===== config.mk =====
export PLATFORM = sky130hd
export DESIGN_NAME = imm_ext_pipe
export DESIGN_NICKNAME = d
export VERILOG_FILES = /design/src/rtl/imm_ext_pipe.sv
export SDC_FILE = /design/constraint.sdc
export NUM_CORES = 1
export LEC_CHECK = 0
export BUFFER_PORTS_ARGS = -buffer_cell sky130_fd_sc_hd__buf_4
export CAP_MARGIN = 5
export CORE_MARGIN = 4
export CORE_UTILIZATION = 47
export DETAILED_ROUTE_END_ITERATION = 6
export PLACE_DENSITY = 0.7
export RECOVER_POWER = 100
export SLEW_MARGIN = 5
export SYNTH_ARGS = -nofsm -noshare
export SYNTH_HDL_FRONTEND = slang
export SYNTH_SLANG_ARGS = --single-unit

===== constraint.sdc =====
create_clock -name clk -period 3.1 [get_ports clk]
set_clock_uncertainty 0.2 [all_clocks]
set_input_delay 0.155 -clock clk [delete_from_list [all_inputs] [get_ports clk]]
set_output_delay 0.155 -clock clk [all_outputs]
set_load 0.05 [all_outputs]

===== src/rtl/imm_ext_pipe.sv =====
// imm_ext_pipe: pipelined immediate-extension unit.
//   Extends an IN_W-bit immediate to OUT_W bits (ZERO / SIGN / UPPER / BRANCH)
//   behind a valid/ready handshake. An output register plus a 1-entry skid
//   register give full throughput and an in_ready that depends only on the
//   skid flag, never on out_ready.
// Ports:
//   clk        rising-edge clock
//   rst        synchronous active-high reset
//   in_valid   upstream offers imm_in/ext_op
//   in_ready   unit can accept this cycle
//   ext_op     00 ZERO, 01 SIGN, 10 UPPER, 11 BRANCH
//   imm_in     immediate field
//   out_valid  out_data holds a result
//   out_ready  downstream accepts out_data
//   out_data   extended result
module imm_ext_pipe #(
  parameter int IN_W  = 16,
  parameter int OUT_W = 32
) (
  input  logic             clk,
  input  logic             rst,
  input  logic             in_valid,
  output logic             in_ready,
  input  logic [1:0]       ext_op,
  input  logic [IN_W-1:0]  imm_in,
  output logic             out_valid,
  input  logic             out_ready,
  output logic [OUT_W-1:0] out_data
);

  generate
    if (OUT_W < IN_W + 2) begin : g_bad_params
      $error("imm_ext_pipe: OUT_W must be >= IN_W+2");
    end
  endgenerate

  typedef enum logic [1:0] {
    OP_ZERO   = 2'b00,
    OP_SIGN   = 2'b01,
    OP_UPPER  = 2'b10,
    OP_BRANCH = 2'b11
  } ext_op_e;

  logic [OUT_W-1:0] sext;
  logic [OUT_W-1:0] ext;
  logic [OUT_W-1:0] skid_data;
  logic             skid_valid;
  logic             accept;
  logic             drain;

  assign sext = {{(OUT_W-IN_W){imm_in[IN_W-1]}}, imm_in};

  always_comb begin
    ext = '0;
    case (ext_op_e'(ext_op))
      OP_ZERO:   ext = {{(OUT_W-IN_W){1'b0}}, imm_in};
      OP_SIGN:   ext = sext;
      OP_UPPER:  ext = {imm_in, {(OUT_W-IN_W){1'b0}}};
      OP_BRANCH: ext = {sext[OUT_W-3:0], 2'b00};
      default:   ext = '0;
    endcase
  end

  // Ready depends only on the skid flag; it is forced low while in reset.
  assign in_ready = ~skid_valid & ~rst;
  assign accept   = in_valid & in_ready;
  assign drain    = out_valid & out_ready;

  always_ff @(posedge clk) begin
    if (rst) begin
      out_valid  <= 1'b0;
      out_data   <= '0;
      skid_valid <= 1'b0;
      skid_data  <= '0;
    end else if (skid_valid) begin
      // Skid full means in_ready is low, so nothing new can arrive here.
      if (drain) begin
        out_data   <= skid_data;
        skid_valid <= 1'b0;
      end
    end else if (accept) begin
      if (!out_valid || drain) begin
        out_data  <= ext;
        out_valid <= 1'b1;
      end else begin
        skid_data  <= ext;
        skid_valid <= 1'b1;
      end
    end else if (drain) begin
      // out_data keeps its last value once the result is consumed.
      out_valid <= 1'b0;
    end
  end

endmodule


# After elaboration in Yosys (flattened, before gate mapping)
# Cells that the tools add are included.
# word_totals
regBits	66
latchBits	0
ram_bits	0
mem_bits_ro	0
in_bits	22
word_cells	36
mem_count	0
# classes
n_addsub	0
n_mul	0
div_mod_pow	0
magnitude_cmp	0
eq_ne	5
shifts	0
muxes	12
bitwise_logic	6
n_reduce_logical	9
# op_table
cell	n
$mux W32	4
$pmux W32 S4	1
$reduce_and A3 Y1	3
$mux W1	7
$reduce_bool A2 Y1	3
$eq A2 B2 Y1 const B	2
$ne A2 B1 Y1 const B	2
$and A1 B1 Y1	3
$not A1 Y1	3
$eq A2 B1 Y1 const B	1
$logic_not A2 Y1	1
$logic_not A1 Y1	1
$logic_or A1 B1 Y1	1

# Longest topological paths before layout
# depth
word_depth	5
depth_mapped	6
depth_no_buf	4

# Worst setup path after synthesis
# No wires, ideal clock.
# synth_timing
path_type	register to register
startpoint	register out_valid
endpoint	register out_data[22]
arrival_time_ns	1.571
t_required_ns	2.783
path_slack_ns	1.211
path_stages_with_launch	7
n_path_buf	2
period_less_slack_ns	1.889
path_cell_list	dfxtp_1 > nand2b_1 > o211ai_1 > nor2b_1 > buf_4 > buf_6 > a32o_1
# synth_between
elab_chain_cells	4
elab_cells_between_ends	6
classes_between	eq/ne (1); bitwise (1); reduce/logical (4)
# synth_rtl
element	line_no	text
from (decl)	26	output logic out_valid,
from (signal assigned)	71	out_valid <= 1'b0;
from (signal assigned)	84	out_valid <= 1'b1;
from (signal assigned)	91	out_valid <= 1'b0;
$and A1 B1 Y1 / $logic_not A1 Y1 (equally long branches)	67, 82	
$logic_or A1 B1 Y1	82	if (!out_valid || drain) begin
$reduce_bool A2 Y1 (no source line)	--	
$reduce_and A3 Y1 (no source line) (*)	--	
to (signal assigned)	78	out_data <= skid_data;
to (signal assigned)	83	out_data <= ext;
to (decl)	28	output logic [OUT_W-1:0] out_data
# Mark *: on every way between the ends. The rest lies on a longest branch, timed or not.
# A chain may end at the register's enable or synchronous reset.

# Final worst setup path
# layout_timing
startpoint	register skid_valid
endpoint	register skid_data[13]
# layout_between
elab_chain_cells	4
# layout_rtl
element	line_no	text
from (decl)	47	logic skid_valid;
from (signal assigned)	73	skid_valid <= 1'b0;
from (signal assigned)	79	skid_valid <= 1'b0;
from (signal assigned)	87	skid_valid <= 1'b1;
$not A1 Y1 (no source line) (*)	--	
$and A1 B1 Y1	65	assign in_ready = ~skid_valid & ~rst;
$and A1 B1 Y1	66	assign accept = in_valid & in_ready;
$reduce_and A3 Y1 (no source line) (*)	--	
to (signal assigned)	86	skid_data <= ext;
to (decl)	46	logic [OUT_W-1:0] skid_data;
# Marks and branches as above.

==> metrics.txt <==
status finished clean; MaxCap Viol Count 0; Pins Over Slew Limit 0; Max IR drop VDD roughly 250 uV; reg2reg path depth 5; boundary pin count 56; first-pass GRT wire length 11,600 um; Synth Area in Compound Gates 0.286; Post-Synth XOR/XNOR Area 0; leak pwr around 0.0012 uW; R2R Path Start skid_valid; DR WL/cell 16.4 um; chip width 86.1 um; detailed placement HPWL 5010 um; Hold WS 26.3 ps; final cell utilization of the core 0.567; Mapped Cells roughly 310; CTS clk-pin slew, worst paths about 70 ps; final hold violation count 0; DR vias around 2,500; Combinational Power Share 0.202; area delta synth->final 17.0%; final non-filler cell area about 3400 um2; CTS Buffer Depth 2; GRT Overall Usage 0.200; multiplexer share of the synthesized area 0.00349; PortBufs 55; Yosys warning count 0; flops & latches, synth 66; initial drt markers ~220; final setup fails 0; Yosys cell types 30; post-synth top area share 0.460; main combinational cell family by area after synthesis compound AO/OA/AOI/OAI gates; Core Area slightly below 6000 um2; crit path kind reg -> reg; unrepaired setup endpoints after global routing false; Main synth FF type dfxtp_1; vias in the first global route between 2,000 and 2,500; Mapped Nets between 300 and 400; drt first pass iters 4; initial antenna violation count 0; CTS tree done; critical path fanouts, max 24; vias per cell roughly 5.7; Die ar. approximately 7400 um2; sw power 615 uW; DRC 0; post-route minimum period between 2000 and 3000 ps; largest cells by area after synthesis dfxtp_1 46%, a32o_1 10%, nand2b_1 6.8%; synthesized area 2870 um2; post-synthesis simple-gate area fraction 0.197; ys async rst share 0; Skew-Pair Late Insertion Delay approximately 330 ps; worst slew margin relative to its limit 0.363; post-synthesis adder-cell area fraction 0; NumNets Final about 390; Critical Path AT approximately 2700 ps; worst hold-check path type in -> reg; total gr overflow 0; Mapped Avg Cell Area between 9 and 10 um2; CP Launch Type flop; worst endpoint required time 3150 ps; site row count 28; Clock power frac 0.320; H-tree Lvls 3; Hold Path End skid_data[28]; CTS resizes 0; Post-synth EDFFs 0; internal power contribution between 1000 and 1500 uW; Final Cycle Share 0.853; RePlAce Congestion 0.799; cell taking the most area after synthesis dfxtp_1; CTS root buffer clkbuf_8; Antenna Violating Nets Remaining 0; Antenna Cells 0; Setup crit end kind flop; hold depth 3; Die Y between 80 and 90 um; PwrDens 574 nW/um2; Initial Utilization 0.485; sequential area share after synthesis 0.460; R2R Path End skid_data[13]; worst reg2reg setup slack between 400 and 500 ps; CTS buffer count 9; clk sink count 66; Fin Setup TNS 0 ps; leading cell type by number of instances after synthesis dfxtp_1; post-CTS setup repair buffer count 0; synth cell count leaders 66 x dfxtp_1, 35 x nand2_1, 34 x nor2_1; sequential power share 0.479; largest net degree at the start of global routing 44; post-place instance area between 3000 and 4000 um2; fmax 378 MHz; Worst Tran Pin Value 953 ps; Fillers between 500 and 600; Hold Path Origin imm_in[12]; Switching Fraction 0.319; drt total wl roughly 7300 um; share of cells above drive strength 1 0.138
==> metal layers <==
layer  vias to the layer above  global-route usage  share of wire
met5                         -                   0              0
met4                         0              0.0734          0.016
met3                        13              0.0413          0.060
met2                        72               0.305           0.47
met1                      1192               0.277           0.46
li1                       1241                   -              -
==> worst max-delay path by stage <==
stage | start | to | slack, ps | depth (start not counted)
finish | skid_valid | skid_data[13] | 460 | 5
detailed placement | skid_valid | out_data[3] | 720 | 4
global placement | skid_valid | out_data[17] | 780 | 4
floorplan | out_valid | out_data[22] | 1210 | 6
global route | skid_valid | skid_data[12] | 270 | 5
CTS | skid_valid | out_data[6] | 710 | 5
==> cell families (layout without fill, tap and decap cells) <==
family / Yosys count / count (layout)
muxes: 1 / 1
buffers and inverters: 31 / 87
DFF: 66 / 66
AOI/OAI and AO/OA: 100 / 100
and+or+nand+nor: 116 / 116
==> stage by stage <==
stage	cells	worst slack, ps	total power [uW]
2_1_floorplan	314	1210	1230
3_5_place_dp	423	720	1360
5_1_grt	445	270	2020
4_1_cts	445	709	1980
3_3_place_gp	423	777	1350
6_report	445	455	1930
==> cells in the final DEF (no fill, tap or decap), types with 2 or more instances in the layout <==
cell            n
clkinv_2        3
a311oi_1        2
dfxtp_1        66
nor2_1         34
clkbuf_1       40
clkbuf_8       10
a211oi_2        8
clkbuf_2        2
nand2_1        35
nand2b_1       31
nand3_1         5
inv_1           2
a32o_1         29
dlygate4sd3_1   6
nor2b_1         3
and2_0          2
o21ai_0         4
a211oi_1       21
a22oi_1        13
a21oi_1        20
buf_4          23
==> layout make-up <==
class	instances	area [um2]	area share
clock buffers	13	149	0.0443
clock inverters	3	15.0	0.00447
inverters	3	11.3	0.00335
multi-input cells	217	1390	0.413
flip-flops and latches	66	1320	0.393
well taps	75	93.8	0.0279
repair buffers	68	382	0.114
==> worst max-delay path, cell delays in order, from the launching register on <==
cell and delay, ps:
dfxtp_1 530, nand2b_1 320, nor3_4 600, clkbuf_2 570, nor2_1 100, a211oi_1 230
==> state kept, by name, summed over array words and instances, names as in the netlist <==
name and flops:
skid_data 32, out_data 32, out_valid 1, skid_valid 1
==> timing repair <==
action,CTS,global route
hold buffers,6,0
endpoints found under the hold margin,7,0
setup endpoints to repair,0,0
==> power by group through the flow <==
stage               clock network (uW)  registers (uW)  logic, uW
floorplan                            0            1060        170
global placement                     0             941        412
detailed placement                   0             943        418
CTS                                631             924        424
global route                       671             928        417
finish                             617             923        388
(Power assumes the default switching activity.)
